--- src/rtl/clock_ctrl_pkg.sv ---
// Shared types and constants for the core/io clock-switch sequencer.
package clock_ctrl_pkg;

  typedef enum logic [1:0] {
    IDLE   = 2'd0,
    GATE   = 2'd1,
    SWITCH = 2'd2,
    SETTLE = 2'd3
  } state_e;

  localparam logic CLK_SEL_CORE = 1'b0;
  localparam logic CLK_SEL_IO   = 1'b1;

  localparam int unsigned DEF_SYNC_STAGES  = 2;
  localparam int unsigned DEF_GATE_DELAY   = 4;
  localparam int unsigned DEF_SETTLE_DELAY = 8;
  localparam int unsigned DEF_IO_TIMEOUT   = 16;
  localparam int unsigned DEF_CNT_W        = 8;

  function automatic int unsigned max_u(input int unsigned a, input int unsigned b);
    return (a > b) ? a : b;
  endfunction

endpackage

--- src/rtl/sync_ff.sv ---
// Multi-flop synchronizer for a single asynchronous bit; resets to 0.
module sync_ff #(
  parameter int unsigned STAGES = 2
) (
  input  logic clk,
  input  logic rst_n,
  input  logic d,
  output logic q
);

  logic [STAGES-1:0] sync_q;
  logic [STAGES-1:0] sync_d;

  always_comb begin
    sync_d = {sync_q[STAGES-2:0], d};
  end

  always_ff @(posedge clk or negedge rst_n) begin
    if (!rst_n) begin
      sync_q <= '0;
    end else begin
      sync_q <= sync_d;
    end
  end

  assign q = sync_q[STAGES-1];

endmodule

--- src/rtl/clock_switch_sequencer.sv ---
// Sequences core/io clock-mux changes: gate, switch, settle, re-enable,
// with an io_clock activity watchdog that falls back to core_clock.
module clock_switch_sequencer
  import clock_ctrl_pkg::*;
#(
  parameter int unsigned SYNC_STAGES  = DEF_SYNC_STAGES,
  parameter int unsigned GATE_DELAY   = DEF_GATE_DELAY,
  parameter int unsigned SETTLE_DELAY = DEF_SETTLE_DELAY,
  parameter int unsigned IO_TIMEOUT   = DEF_IO_TIMEOUT,
  parameter int unsigned CNT_W        = DEF_CNT_W
) (
  input  logic             core_clock,
  input  logic             core_rstn,
  input  logic             la_oenb,
  input  logic             io_clock,
  input  logic             fault_clr,
  output logic             clk_sel,
  output logic             clk_en,
  output logic             busy,
  output logic             io_alive,
  output logic             io_fault,
  output logic [CNT_W-1:0] switch_cnt
);

  localparam int unsigned DLY_MAX = max_u(GATE_DELAY, SETTLE_DELAY);
  localparam int unsigned DLY_W   = $clog2(DLY_MAX + 1);
  localparam int unsigned ACT_W   = $clog2(IO_TIMEOUT + 1);

  logic req_s;
  logic io_s;

  sync_ff #(.STAGES(SYNC_STAGES)) u_sync_req (
    .clk   (core_clock),
    .rst_n (core_rstn),
    .d     (la_oenb),
    .q     (req_s)
  );

  sync_ff #(.STAGES(SYNC_STAGES)) u_sync_io (
    .clk   (core_clock),
    .rst_n (core_rstn),
    .d     (io_clock),
    .q     (io_s)
  );

  // io_clock activity monitor: cycles since the last synchronized edge.
  logic             io_prev_q,  io_prev_d;
  logic [ACT_W-1:0] act_cnt_q,  act_cnt_d;
  logic             io_alive_q, io_alive_d;
  logic             io_edge_c;

  always_comb begin
    io_edge_c  = (io_s != io_prev_q);
    io_prev_d  = io_s;
    act_cnt_d  = act_cnt_q;
    io_alive_d = (act_cnt_q < ACT_W'(IO_TIMEOUT));
    if (io_edge_c) begin
      act_cnt_d = '0;
    end else if (act_cnt_q < ACT_W'(IO_TIMEOUT)) begin
      act_cnt_d = act_cnt_q + ACT_W'(1);
    end
  end

  always_ff @(posedge core_clock or negedge core_rstn) begin
    if (!core_rstn) begin
      io_prev_q  <= 1'b0;
      act_cnt_q  <= '0;
      io_alive_q <= 1'b0;
    end else begin
      io_prev_q  <= io_prev_d;
      act_cnt_q  <= act_cnt_d;
      io_alive_q <= io_alive_d;
    end
  end

  // Switch sequencer state.
  state_e           state_q,      state_d;
  logic [DLY_W-1:0] cnt_q,        cnt_d;
  logic             target_q,     target_d;
  logic             clk_sel_q,    clk_sel_d;
  logic             clk_en_q,     clk_en_d;
  logic             busy_q,       busy_d;
  logic             io_fault_q,   io_fault_d;
  logic [CNT_W-1:0] switch_cnt_q, switch_cnt_d;
  logic             start_c;
  logic             fault_set_c;

  always_comb begin
    state_d      = state_q;
    cnt_d        = cnt_q;
    target_d     = target_q;
    clk_sel_d    = clk_sel_q;
    clk_en_d     = clk_en_q;
    busy_d       = busy_q;
    switch_cnt_d = switch_cnt_q;
    start_c      = 1'b0;
    fault_set_c  = 1'b0;

    unique case (state_q)
      IDLE: begin
        // Dead io while running on it takes priority over any request.
        if (clk_sel_q == CLK_SEL_IO && !io_alive_q) begin
          start_c     = 1'b1;
          target_d    = CLK_SEL_CORE;
          fault_set_c = 1'b1;
        end else if (req_s && clk_sel_q == CLK_SEL_CORE) begin
          if (io_alive_q) begin
            start_c  = 1'b1;
            target_d = CLK_SEL_IO;
          end else begin
            fault_set_c = 1'b1;
          end
        end else if (!req_s && clk_sel_q == CLK_SEL_IO) begin
          start_c  = 1'b1;
          target_d = CLK_SEL_CORE;
        end
        if (start_c) begin
          state_d  = GATE;
          clk_en_d = 1'b0;
          busy_d   = 1'b1;
          cnt_d    = DLY_W'(GATE_DELAY - 1);
        end
      end
      GATE: begin
        if (cnt_q == '0) begin
          state_d   = SWITCH;
          clk_sel_d = target_q;
        end else begin
          cnt_d = cnt_q - DLY_W'(1);
        end
      end
      SWITCH: begin
        state_d = SETTLE;
        cnt_d   = DLY_W'(SETTLE_DELAY - 1);
      end
      SETTLE: begin
        if (cnt_q == '0) begin
          state_d      = IDLE;
          clk_en_d     = 1'b1;
          busy_d       = 1'b0;
          switch_cnt_d = switch_cnt_q + CNT_W'(1);
        end else begin
          cnt_d = cnt_q - DLY_W'(1);
        end
      end
    endcase

    // A new fault outranks a clear arriving in the same cycle.
    io_fault_d = fault_set_c | (io_fault_q & ~fault_clr);
  end

  always_ff @(posedge core_clock or negedge core_rstn) begin
    if (!core_rstn) begin
      state_q      <= IDLE;
      cnt_q        <= '0;
      target_q     <= CLK_SEL_CORE;
      clk_sel_q    <= CLK_SEL_CORE;
      clk_en_q     <= 1'b1;
      busy_q       <= 1'b0;
      io_fault_q   <= 1'b0;
      switch_cnt_q <= '0;
    end else begin
      state_q      <= state_d;
      cnt_q        <= cnt_d;
      target_q     <= target_d;
      clk_sel_q    <= clk_sel_d;
      clk_en_q     <= clk_en_d;
      busy_q       <= busy_d;
      io_fault_q   <= io_fault_d;
      switch_cnt_q <= switch_cnt_d;
    end
  end

  assign clk_sel    = clk_sel_q;
  assign clk_en     = clk_en_q;
  assign busy       = busy_q;
  assign io_alive   = io_alive_q;
  assign io_fault   = io_fault_q;
  assign switch_cnt = switch_cnt_q;

endmodule
--- config.mk ---
export PLATFORM = sky130hd
export DESIGN_NAME = clock_switch_sequencer
export DESIGN_NICKNAME = d
export VERILOG_FILES = /design/src/rtl/clock_ctrl_pkg.sv /design/src/rtl/sync_ff.sv /design/src/rtl/clock_switch_sequencer.sv
export SDC_FILE = /design/constraint.sdc
export NUM_CORES = 1
export LEC_CHECK = 0
export CAP_MARGIN = 20
export CORE_MARGIN = 8
export CORE_UTILIZATION = 57
export CTS_CLUSTER_DIAMETER = 200
export DETAILED_ROUTE_END_ITERATION = 7
export GPL_TIMING_DRIVEN = 0
export PLACE_DENSITY_LB_ADDON = 0.3
export RECOVER_POWER = 50
export SYNTH_ARGS = -nofsm -noshare
export SYNTH_HDL_FRONTEND = slang
export SYNTH_SLANG_ARGS = --single-unit
--- constraint.sdc ---
create_clock -name core_clock -period 4.5 [get_ports core_clock]
set_input_delay 0.9 -clock core_clock [delete_from_list [all_inputs] [get_ports core_clock]]
set_output_delay 0.9 -clock core_clock [all_outputs]
set_load 0.03 [all_outputs]
==> impl_results.md <==
- Run status: complete, no violations
- Clock-pin slew of the registers on the worst-case setup and hold paths: around 0.080 ns
- Clock network fraction of total power: 0.162
- Cell types with the largest area share after synthesis: sky130_fd_sc_hd__dfrtp_1 53%, sky130_fd_sc_hd__ha_1 6.4%, sky130_fd_sc_hd__xor2_1 5.1%
- Detail Placement HPWL: 1890 um
- Sort of element at the start of the critical path: flop
- Post-CTS setup buffer count: 0
- Endpoint of the worst hold path: u_sync_io.sync_q[1]
- Row count: 17
- Tcrit/Tclk final: 0.540
- Worst min-delay path class: flop to flop
- Clock tree from TritonCTS: built
- Register-to-Register Setup Slack: 2.75 ns
- Clock H-tree levels: 2
- # fillers: 175
- RD Place Congestion: approximately 0.84
- Endpoint of the worst register-to-register path: switch_cnt[7]
- Multi-input gate area: around 590 sq um
- Worst path setup slack after routing: 2.07 ns
- Total met2 wirelength after detailed routing: 1270 um
- Inserted Diodes: 0
- Global-route wire length before repair: 4270 um
- R2r worst-path depth: 5
- Leading cell types by count after synthesis: 29 x sky130_fd_sc_hd__dfrtp_1, 13 x sky130_fd_sc_hd__nor2_1, 11 x sky130_fd_sc_hd__nand2_1, 8 x sky130_fd_sc_hd__xor2_1
- Unrepaired setup endpoints after global routing: no
- Utilization after layout: 0.721
- Worst-Skew Late Latency: between 0.3 and 0.4 ns
- Aggregate global-route resource usage: 0.131
- Post-place setup slack: ~2.4 ns
- Internal Pwr Total: ~0.00056 W
- Post-synthesis cell count: about 120
- Biggest area consumer among synthesized cells: sky130_fd_sc_hd__dfrtp_1
- Dpl cell area: around 1600 sq um
- Share of the yosys chip area belonging to registers: 0.548
- Switching share of power: 0.389
- Launch point of the worst reg-to-reg path: state_q[0]
- Hold Vio Cnt, Final: 0
- Maximum vdd ir drop: ~0.38 mV
- Cts repair resizes: 0
- Worst slew pin tran: about 0.98 ns
- Combinational Power Share: 0.403
- Top-area cell type share of the netlist area: 0.529
- Mean instance size in the synthesized netlist: 11.5 sq um
- Hold Crit Depth: 0
- Initial core utilization: 0.608
- Clock root buffer master: sky130_fd_sc_hd__clkbuf_4
- Most used DFF post-synth: sky130_fd_sc_hd__dfrtp_1
- Post-route design area: between 1500 and 2000 sq um
- Cts bufs inserted: 5
- Type of the worst setup path: flop to output port
- Detailed-route vias per instance: between 5 and 6
- Clock Tree Buf Depth: 2
- Post-route DRC violation count: 0
- Die width: roughly 65 um
- Cell with the largest stage delay on the worst path: sky130_fd_sc_hd__clkdlybuf4s50_1
- Largest fanout of any net on the critical path: 3
- Kind of cell with the highest combined delay on the critical path: buffers and inverters
- Total vias in the final route: roughly 950
- Buffers plus inverters on the worst setup path: 1
- Share of cells above drive strength 1: 0.0897
- Final setup vio count: 0
- Met3 Routed Length: 119 um
- Port bufs: 17
- Number of I/O pins: 18
- Kind of end point of the critical path: output port
- Leakage power total: roughly 0.74 nW
- Pre-Repair DR Iteration Count: 5
- Post-synthesis register bit count: 30
- Met1 wire length: roughly 1000 um
- Detail Route Antenna Nets: 0
- Count of distinct cell types in the synthesized netlist: 33
- Number of antenna violations at the first check in global routing: 0
- Area taken by flip-flops and latches: 752 sq um
- Drt initial violations: 31
- Synth warnings: 0
- Accumulated negative setup slack: 0 ns
- FFs w/ async S/R, synth: 1.00
- Core region area: between 2000 and 2500 sq um
- Nets: between 150 and 200
- Peak Freq: roughly 400 MHz
- Wire per inst: approximately 14 um
- Headroom to the max-slew limit: 0.345
- Uppermost routed layer: met4
- Number of enable flip-flop cells after synthesis: 0
- Clock sinks: 30
- Vias in the first global route: 963
- Die span in y: about 65 um
- Worst Path Required: approximately 3.6 ns
- Post-synthesis net count: between 100 and 150
- Shortest period the worst path allows: 2.43 ns
- Setup Skew: approximately 0.012 ns
- Pin count of the biggest net entering global routing: 21
- Count leader, synth: sky130_fd_sc_hd__dfrtp_1
- Total detailed-routing wirelength: 2470 um
- Grt ovf: 0
- Relative area change from synthesis to final layout: 18.5%
- Startpoint of the most critical hold path: u_sync_io.sync_q[0]
- Switching component of the power: ~0.00036 W
- Pwr per Cell Area: approximately 570 nW/um^2
- Crit-path cells: clkdlybuf4s50_1
- Post-synthesis instance area: 1370 sq um
- Delay of the slowest cell on the worst path: 0.67 ns
- Full die area: 4230 sq um
- Reg power frac: 0.435
- Count of hold buffers inserted by post-cts repair: 0
- Critical path arrival: 1.53 ns
- Final slew viol count: 0
- Number of maximum-capacitance violations: 0
==> worst max path at each step <==
stage,startpoint,endpoint,slack [ns],depth (start not counted)
after global placement,core_rstn,u_sync_req.sync_q[0],2.08,1
final,clk_en,clk_en,2.07,1
after detailed placement,clk_en,clk_en,2.40,1
after global routing,core_rstn,act_cnt_q[4],1.90,2
after CTS,clk_en,clk_en,2.03,1
after floorplan,io_alive,state_q[1],2.99,4
==> per-stage QoR <==
stage / cells / power, W / hold WS, ns
2_1_floorplan: 119 / 0.000666 / 0.331
3_3_place_gp: 164 / 0.000763 / 0.335
3_5_place_dp: 165 / 0.000785 / 0.337
4_1_cts: 173 / 0.000937 / 0.368
5_1_grt: 173 / 0.000990 / 0.367
6_report: 173 / 0.000922 / 0.360
==> layout by cell type, fill, tap and decap left out <==
| cell type | instances |
|---|---|
| sky130_fd_sc_hd__o21ai_0 | 1 |
| sky130_fd_sc_hd__nor3b_2 | 1 |
| sky130_fd_sc_hd__a31oi_1 | 1 |
| sky130_fd_sc_hd__o32a_1 | 2 |
| sky130_fd_sc_hd__xor2_1 | 8 |
| sky130_fd_sc_hd__nand3b_1 | 1 |
| sky130_fd_sc_hd__nor3_1 | 1 |
| sky130_fd_sc_hd__mux2_4 | 1 |
| sky130_fd_sc_hd__nand2_1 | 11 |
| sky130_fd_sc_hd__clkbuf_1 | 5 |
| sky130_fd_sc_hd__o32ai_1 | 1 |
| sky130_fd_sc_hd__nand3_1 | 5 |
| sky130_fd_sc_hd__and4bb_1 | 1 |
| sky130_fd_sc_hd__nor2b_1 | 2 |
| sky130_fd_sc_hd__o311ai_0 | 1 |
| sky130_fd_sc_hd__dfrtp_1 | 29 |
| sky130_fd_sc_hd__a21oi_1 | 7 |
| sky130_fd_sc_hd__xor2_2 | 1 |
| sky130_fd_sc_hd__a21oi_2 | 1 |
| sky130_fd_sc_hd__o31ai_1 | 1 |
| sky130_fd_sc_hd__nand4_1 | 2 |
| sky130_fd_sc_hd__nor2_1 | 13 |
| sky130_fd_sc_hd__clkbuf_4 | 5 |
| sky130_fd_sc_hd__nor3_2 | 1 |
| sky130_fd_sc_hd__a22o_1 | 1 |
| sky130_fd_sc_hd__xnor2_1 | 3 |
| sky130_fd_sc_hd__inv_1 | 7 |
| sky130_fd_sc_hd__dfstp_2 | 1 |
| sky130_fd_sc_hd__mux2_2 | 1 |
| sky130_fd_sc_hd__clkdlybuf4s50_1 | 14 |
| sky130_fd_sc_hd__o2bb2ai_1 | 1 |
| sky130_fd_sc_hd__nand3_4 | 1 |
| sky130_fd_sc_hd__or3_1 | 1 |
| sky130_fd_sc_hd__dlygate4sd3_1 | 3 |
| sky130_fd_sc_hd__ha_1 | 7 |
| sky130_fd_sc_hd__mux2i_1 | 3 |
==> power groups by stage <==
stage                     combinational (W)  sequential (W)  clock [W]
after floorplan                    0.000234        0.000432          0
after CTS                          0.000380        0.000401   0.000156
after detailed placement           0.000379        0.000406          0
after global placement             0.000361        0.000401          0
after global routing               0.000411        0.000411   0.000168
final                              0.000372        0.000401   0.000149
==> cell families after synthesis <==
| kind of cell | Yosys count | share of synthesized area |
|---|---|---|
| flip-flops | 30 | 0.548 |
| AO/OA/AOI/OAI | 17 | 0.0858 |
| multiplexers | 5 | 0.0411 |
| buffers and inverters | 8 | 0.0219 |
| XOR/XNOR | 12 | 0.0821 |
| adder cells (fa/ha/maj) | 7 | 0.0639 |
| AND/OR/NAND/NOR | 40 | 0.157 |
==> layer usage <==
layer / vias to the layer above / global-route usage
li1: 458 / -
met1: 472 / 0.130
met2: 17 / 0.225
met3: 5 / 0.0636
met4: 0 / 0.0627
met5: - / 0
==> final cells by class <==
| class | count | share of cell area |
|---|---|---|
| Buffer | 1 | 0.00231 |
| Clock buffer | 8 | 0.0300 |
| Inverter | 7 | 0.0162 |
| Multi-Input combinational cell | 81 | 0.360 |
| Sequential cell | 30 | 0.463 |
| Tap cell | 28 | 0.0216 |
| Timing Repair Buffer | 18 | 0.107 |
==> sequential cells by signal, indices dropped and copies added, names as in the netlist <==
register and flops:
act_cnt_q 5, io_prev_q 1, clk_en 1, clk_sel 1
io_alive 1, target_q 1, switch_cnt 8, cnt_q 4
u_sync_req.sync_q 2, u_sync_io.sync_q 2, busy 1, state_q 2
io_fault 1
Note: power is estimated with default switching activity, not from simulation.
